<file path="config.mk">
export PLATFORM = sky130hd
export DESIGN_NAME = display_scan_ctrl
export DESIGN_NICKNAME = d
export VERILOG_FILES = /design/src/rtl/display_scan_ctrl.sv
export SDC_FILE = /design/constraint.sdc
export NUM_CORES = 1
export LEC_CHECK = 0
export CORE_ASPECT_RATIO = 0.8
export CORE_MARGIN = 10
export CORE_UTILIZATION = 25
export DETAILED_ROUTE_END_ITERATION = 10
export RECOVER_POWER = 100
export SYNTH_ARGS = -nofsm -noshare
export SYNTH_HDL_FRONTEND = slang
export SYNTH_SLANG_ARGS = --single-unit
</file>
<file path="constraint.sdc">
create_clock -name clk -period 4.4 [get_ports clk]
set_input_delay 0.44 -clock clk [delete_from_list [all_inputs] [get_ports clk]]
set_output_delay 0.44 -clock clk [all_outputs]
set_load 0.01 [all_outputs]
</file>
<file path="src/rtl/display_scan_ctrl.sv">
// display_scan_ctrl: multiplexed 4-digit display scanner with frame-synchronous data update and leading-zero blanking
//   clk, reset (async, active high), load/data (capture strobe + 4 nibbles), lz_en (leading-zero blanking)
//   bin (selected nibble), an (active-low digit enables), frame_start (pulse at each digit-0 slot)
module display_scan_ctrl #(
  parameter int PRESCALE = 50000
) (
  input  logic        clk,
  input  logic        reset,
  input  logic        load,
  input  logic [15:0] data,
  input  logic        lz_en,
  output logic [3:0]  bin,
  output logic [3:0]  an,
  output logic        frame_start
);
  localparam int PW = $clog2(PRESCALE);
  logic [PW-1:0] presc_q, presc_d;
  logic [1:0]    idx_q, idx_d;
  logic [15:0]   pending_q, pending_d, disp_q, disp_d;
  logic          pending_valid_q, pending_valid_d;
  logic          wrap_q, wrap_d;
  logic [3:0]    an_q, an_d, bin_q, bin_d;
  logic          frame_start_q, frame_start_d;
  logic          tick, boundary;
  logic [3:0]    blank, nib;
  always_comb begin
    tick            = presc_q == PW'(PRESCALE - 1);
    boundary        = tick && idx_q == 2'd3;
    presc_d         = tick ? '0 : presc_q + PW'(1);
    idx_d           = idx_q + {1'b0, tick};
    // a load coinciding with the boundary bypasses pending so it shows in the very next frame
    disp_d          = boundary ? (load ? data : pending_valid_q ? pending_q : disp_q) : disp_q;
    pending_d       = load ? data : pending_q;
    pending_valid_d = !boundary && (load || pending_valid_q);
    // a digit blanks only if it and every higher digit are zero; digit 0 always lights
    blank[3]        = lz_en && disp_q[15:12] == 4'h0;
    blank[2]        = blank[3] && disp_q[11:8] == 4'h0;
    blank[1]        = blank[2] && disp_q[7:4] == 4'h0;
    blank[0]        = 1'b0;
    nib             = disp_q[{idx_q, 2'b00} +: 4];
    an_d            = blank[idx_q] ? 4'hf : ~(4'b0001 << idx_q);
    bin_d           = blank[idx_q] ? 4'h0 : nib;
    // wrap_q marks the cycle the index returns to 0; the pulse lands with the registered an
    wrap_d          = boundary;
    frame_start_d   = wrap_q;
  end
  always_ff @(posedge clk or posedge reset) begin
    if (reset) begin
      presc_q         <= '0;
      idx_q           <= '0;
      pending_q       <= '0;
      pending_valid_q <= 1'b0;
      disp_q          <= '0;
      wrap_q          <= 1'b0;
      an_q            <= 4'hf;
      bin_q           <= 4'h0;
      frame_start_q   <= 1'b0;
    end else begin
      presc_q         <= presc_d;
      idx_q           <= idx_d;
      pending_q       <= pending_d;
      pending_valid_q <= pending_valid_d;
      disp_q          <= disp_d;
      wrap_q          <= wrap_d;
      an_q            <= an_d;
      bin_q           <= bin_d;
      frame_start_q   <= frame_start_d;
    end
  end
  assign an          = an_q;
  assign bin         = bin_q;
  assign frame_start = frame_start_q;
endmodule

</file>
=== Word-level counts from Yosys, hierarchy flattened ===
Cells that the tools add are included.

* Bits in registers: 61
* Bits in latches: 0
* Bits in writable memories: 0
* ROM bits: 0
* Output and inout port bits: 9
* Word-level logic and storage cells: 36
* Memories: 0

* $add $sub $neg: 2
* Multipliers: 0
* Divide/modulo/power cells: 0
* Magnitude comparators: 1
* Equality and inequality tests: 2
* Shift operators: 2
* Muxes and demuxes: 7
* Bitwise gates (word level): 1
* Reductions and logical operators: 12

{| class="wikitable"
|+ Operators with widths
! operator !! count
|-
| two-way mux 16 bit || 3
|-
| adder 16 x 1 -> 16 bit, second input constant || 1
|-
| == test 16 bit, second input constant || 1
|-
| indexed part select 16 x 5 -> 4 bit || 1
|-
| zero test 4 bit || 3
|-
| two-way mux 4 bit || 2
|-
| logical AND 1 bit || 5
|-
| NOT 4 bit || 1
|-
| left shift 1 x 2 -> 4 bit, first input constant || 1
|-
| < comparator 2 x 3 -> 1 bit, second input constant || 1
|-
| adder 2 x 1 -> 2 bit || 1
|-
| binary-select mux 1 bit (select 2 bit) || 1
|-
| == test 2 bit, second input constant || 1
|-
| AND reduction 2 bit || 1
|-
| nonzero test 2 bit || 1
|-
| zero test 1 bit || 1
|-
| logical OR 1 bit || 1
|-
| two-way mux 1 bit || 1
|}

=== Logic depth before layout (Yosys ltp) ===
* Word-level depth: 7
* Depth in mapped cells: 7
* Mapped depth without buffers: 6

=== Worst setup path before layout ===
OpenSTA, ideal clock, no wires.

* Path type: reg-to-reg
* From: register presc_q[0]
* To: register disp_q[0]
* Data arrival time: 1826 ps
* Slack: 2449 ps
* Stages on the path, launching flop included: 8
* Buffers on the path: 2
* Clock period less this slack: 1951 ps
* Cells stage by stage: dfrtp_1 > ha_1 > and4b_1 > nand4_4 > or3_1 > buf_6 > buf_12 > mux2_4

* Cells in the longest elaborated chain, start to end: 3

{| class="wikitable"
|+ Ends and longest elaborated chain
! item !! RTL line !! RTL
|-
| start: declaration || 17 || <nowiki>logic [PW-1:0] presc_q, presc_d;</nowiki>
|-
| start signal: assignment || 59 || <nowiki>presc_q <= presc_d;</nowiki>
|-
| == test 16 bit || 27 || <nowiki>tick = presc_q == PW'(PRESCALE - 1);</nowiki>
|-
| logical AND 1 bit || 28 || <nowiki>boundary = tick && idx_q == 2'd3;</nowiki>
|-
| AND reduction 2 bit (no line) || -- ||
|-
| end signal: assignment || 63 || <nowiki>disp_q <= disp_d;</nowiki>
|-
| end: declaration || 19 || <nowiki>logic [15:0] pending_q, pending_d, disp_q, disp_d;</nowiki>
|}

No other way between the ends.
A chain may end at the register's enable or synchronous reset.

=== Worst setup path in the final report ===
* From: input port load
* To: register disp_q[2]

* Cells in the longest elaborated chain, start to end: 2

{| class="wikitable"
|+ Ends and longest elaborated chain
! item !! RTL line !! RTL
|-
| start: declaration || 9 || <nowiki>input logic load,</nowiki>
|-
| nonzero test 2 bit (no line) || -- ||
|-
| AND reduction 2 bit (no line) || -- ||
|}

Several ways; a longest one is shown, not always the timed one.

==> results.py <==
metrics = {
    "global_route": {
        "grt_usage_pct": 7.52,
        "antenna_found_initial": 0,
        "grt_pass1_vias": 1555,
        "grt_overflow": 0,
        "grt_max_degree": 50,
        "grt_pass1_wl_um": 8370,
    },
    "clock_network": {
        "root_buffer": "clkbuf_16",
        "cts_resized": 0,
        "clock_latency_ps": 330,
        "hold_buffers": 0,
        "htree_num_levels": 3,
        "cts_buffers": 9,
        "cts_tree": "done",
        "clk_pin_slew_ps": 50,
        "clock_path_buffers": 2,
        "cts_sinks": 61,
        "cts_setup_buffers": 0,
    },
    "critical_path": {
        "slowest_delay_ps": 710,
        "cpMaxStageDelayCell": "clkbuf_1",
        "cp-start-kind": "input pin",
        "crit_chain": "dlygate4sd3_1 -> clkbuf_1 -> nor2_1 -> or3_1 -> mux2_1",
        "worstSetupEndpointType": "register",
        "arrival_ps": 2950,
        "criticalPathCategory": "input pin to register",
        "r2r_cells": 5,
        "required_ps": 4600,
        "worstPathMaxFanout": 17,
    },
    "power_and_ir_drop": {
        "p_leak_uw": 0.00142,
        "powerDensity_nw_per_um2": 413,
        "vdd_drop_max_mv": 0.145,
    },
    "routing": {
        "num_vias": 1461,
        "routed_via_density": 4.14,
        "dr.pass1.iters": 4,
        "ant_nets": 0,
        "drt_iter0_markers": 66,
        "wire_per_inst_um": 13.7,
        "drc_errors": 0,
        "postRouteWirelength_um": 4850,
    },
    "sta": {
        "hold_violations": 0,
        "period_needed_ps": 2740,
        "rsz0062_at_grt": "no",
        "setup_viol": 0,
        "slew_viol_final": 0,
        "setup_ws_ps": 1660,
        "tightest_slew_ps": 946,
        "setup_tns_ps": 0,
        "post-route-period-util_pct": 62.3,
        "max_freq_ghz": 0.365,
        "hold_slack_ps": 349,
        "clock-skew-final_ps": 7.69,
        "relSlewSlack_pct": 36.9,
    },
    "min_path": {
        "min_path_type": "register to register",
        "min_path_cells": 0,
    },
    "synth": {
        "synth_cells": 177,
        "avgSynthCellArea_um2": 14.4,
        "yosysWarnings": 0,
        "netlist_area_um2": 2550,
        "yosysSeqAreaShare_pct": 60.1,
        "ys_types": 33,
        "ys_ff_latch": 61,
        "syn_nets": 199,
    },
    "floorplan": {
        "dieArea_um2": 14700,
        "io_pins": 29,
        "core-area_um2": 9810,
        "fp.dieW_um": 133,
        "fp-row-count": 32,
        "start_util_pct": 26.0,
        "die_height_um": 110,
    },
    "status": {
        "status": "finished, final reports clean",
    },
    "cells_and_area": {
        "area_growth_pct": 25.4,
        "final_cell_mix": "dfrtp_1, mux2_1, clkdlybuf4s50_1, nor2_1, dlygate4sd3_1",
        "stdcell_count": 353,
        "layout_commonest_cell": "dfrtp_1",
        "nets": 234,
        "diodes": 0,
        "layout-drive-gt1-share_pct": 16.6,
    },
    "placed_design": {
        "gp_congestion": 0.755,
        "hpwl_um": 3500,
        "portBuffers": 28,
        "dp_cells": 337,
        "post-place-ws_ps": 1850,
    },
    "job": {
        "cap_viol_max_count": 0,
    },
}
[per-layer routing]
metal | up-vias | share of wire [%] | global-route usage (%)
li1 | 694 | - | -
met1 | 731 | 49 | 9.27
met2 | 28 | 44 | 10.8
met3 | 8 | 5.5 | 3.80
met4 | 0 | 1.8 | 3.53
met5 | - | 0 | 0
[report_power, final]
group          leakage (uW)  switching, uW  internal, uW
combinational      0.000506           28.6          33.7
clock              0.000139            234           434
sequential         0.000772           7.01           584
total               0.00142            270          1050
[cell families (layout without fill, tap and decap cells)]
group | Yosys count | after routing | share of synthesized area, %
flip-flops | 61 | 61 | 60.1
AND/OR/NAND/NOR | 50 | 50 | 11.6
multiplexers | 36 | 36 | 19.1
XOR/XNOR | 13 | 13 | 4.47
buffers and inverters | 10 | 50 | 2.41
AO/OA/AOI/OAI | 5 | 5 | 1.28
adder cells (fa/ha/maj) | 2 | 2 | 0.982
[final cells by class]
| type | instances | area, um^2 |
|---|---|---|
| Clock buffer | 11 | 233 |
| Clock inverter | 5 | 52.6 |
| Fill cell | 983 | 6610 |
| Inverter | 4 | 15.0 |
| Multi-Input combinational cell | 106 | 903 |
| Sequential cell | 61 | 1530 |
| Tap cell | 136 | 170 |
| Timing Repair Buffer | 30 | 292 |
[worst paths after layout]
check	slack, ps	end	start
setup / recovery	1660	disp_q[2]$_DFFE_PP0P_	load
max in group asynchronous	2810	presc_q[8]$_DFF_PP0_	reset
hold / removal	350	frame_start$_DFF_PP0_	frame_start_d$_DFF_PP0_
min in group asynchronous	590	pending_q[10]$_DFFE_PP0P_	reset
setup reg to reg	2100	disp_q[2]$_DFFE_PP0P_	presc_q[0]$_DFF_PP0_
hold reg to reg	350	frame_start$_DFF_PP0_	frame_start_d$_DFF_PP0_
[Yosys cell counts]
master     n  area share, %
inv_1      4           0.59
o211ai_1   1           0.29
nor3_4     1           0.64
xor2_1     5            1.7
mux2_4    10            5.9
a21o_1     1           0.29
dfrtp_1   57             56
nor2b_1    1           0.25
nand4_1    5            1.2
or4_1      2           0.59
buf_12     1           0.79
o21ai_0    2           0.39
nand3b_1   1           0.29
mux4_2     4            3.5
or3_1      2           0.49
and4bb_4   1           0.64
mux2_2    22            9.7
nand2_1    9            1.3
buf_6      1           0.44
o31ai_1    1           0.29
nand4_4    1           0.83
nor2_1    13            1.9
and4b_1    2           0.79
nor4_1     3           0.74
or2_2      1           0.25
and2_2     1           0.29
nand3_1    5           0.98
buf_1      1           0.15
ha_1       2           0.98
clkbuf_1   3           0.44
xnor2_1    8            2.7
dfstp_2    4            4.1
nor3_1     2           0.39
[worst max-delay path, delay by kind of cell]
family	cells	cell delay (ps)
buffers and inverters	2	1230
and+or+nand+nor	2	850
muxes	1	430
[per-stage QoR]
step	instance area [um^2]	utilization (%)	total power, uW
after detailed placement	2970	30.3	673
after CTS	3250	33.2	1350
final	3200	32.6	1320
after floorplan	2550	-	639
after global routing	3200	32.6	1380
after global placement	2970	30.3	671
[sequential cells by signal, summed over array words and instances (netlist names)]
signal           count
idx_q                2
presc_q             16
pending_q           16
frame_start_d        1
bin                  4
pending_valid_q      1
disp_q              16
an                   4
frame_start          1
Power figures use the tool's default switching activity.
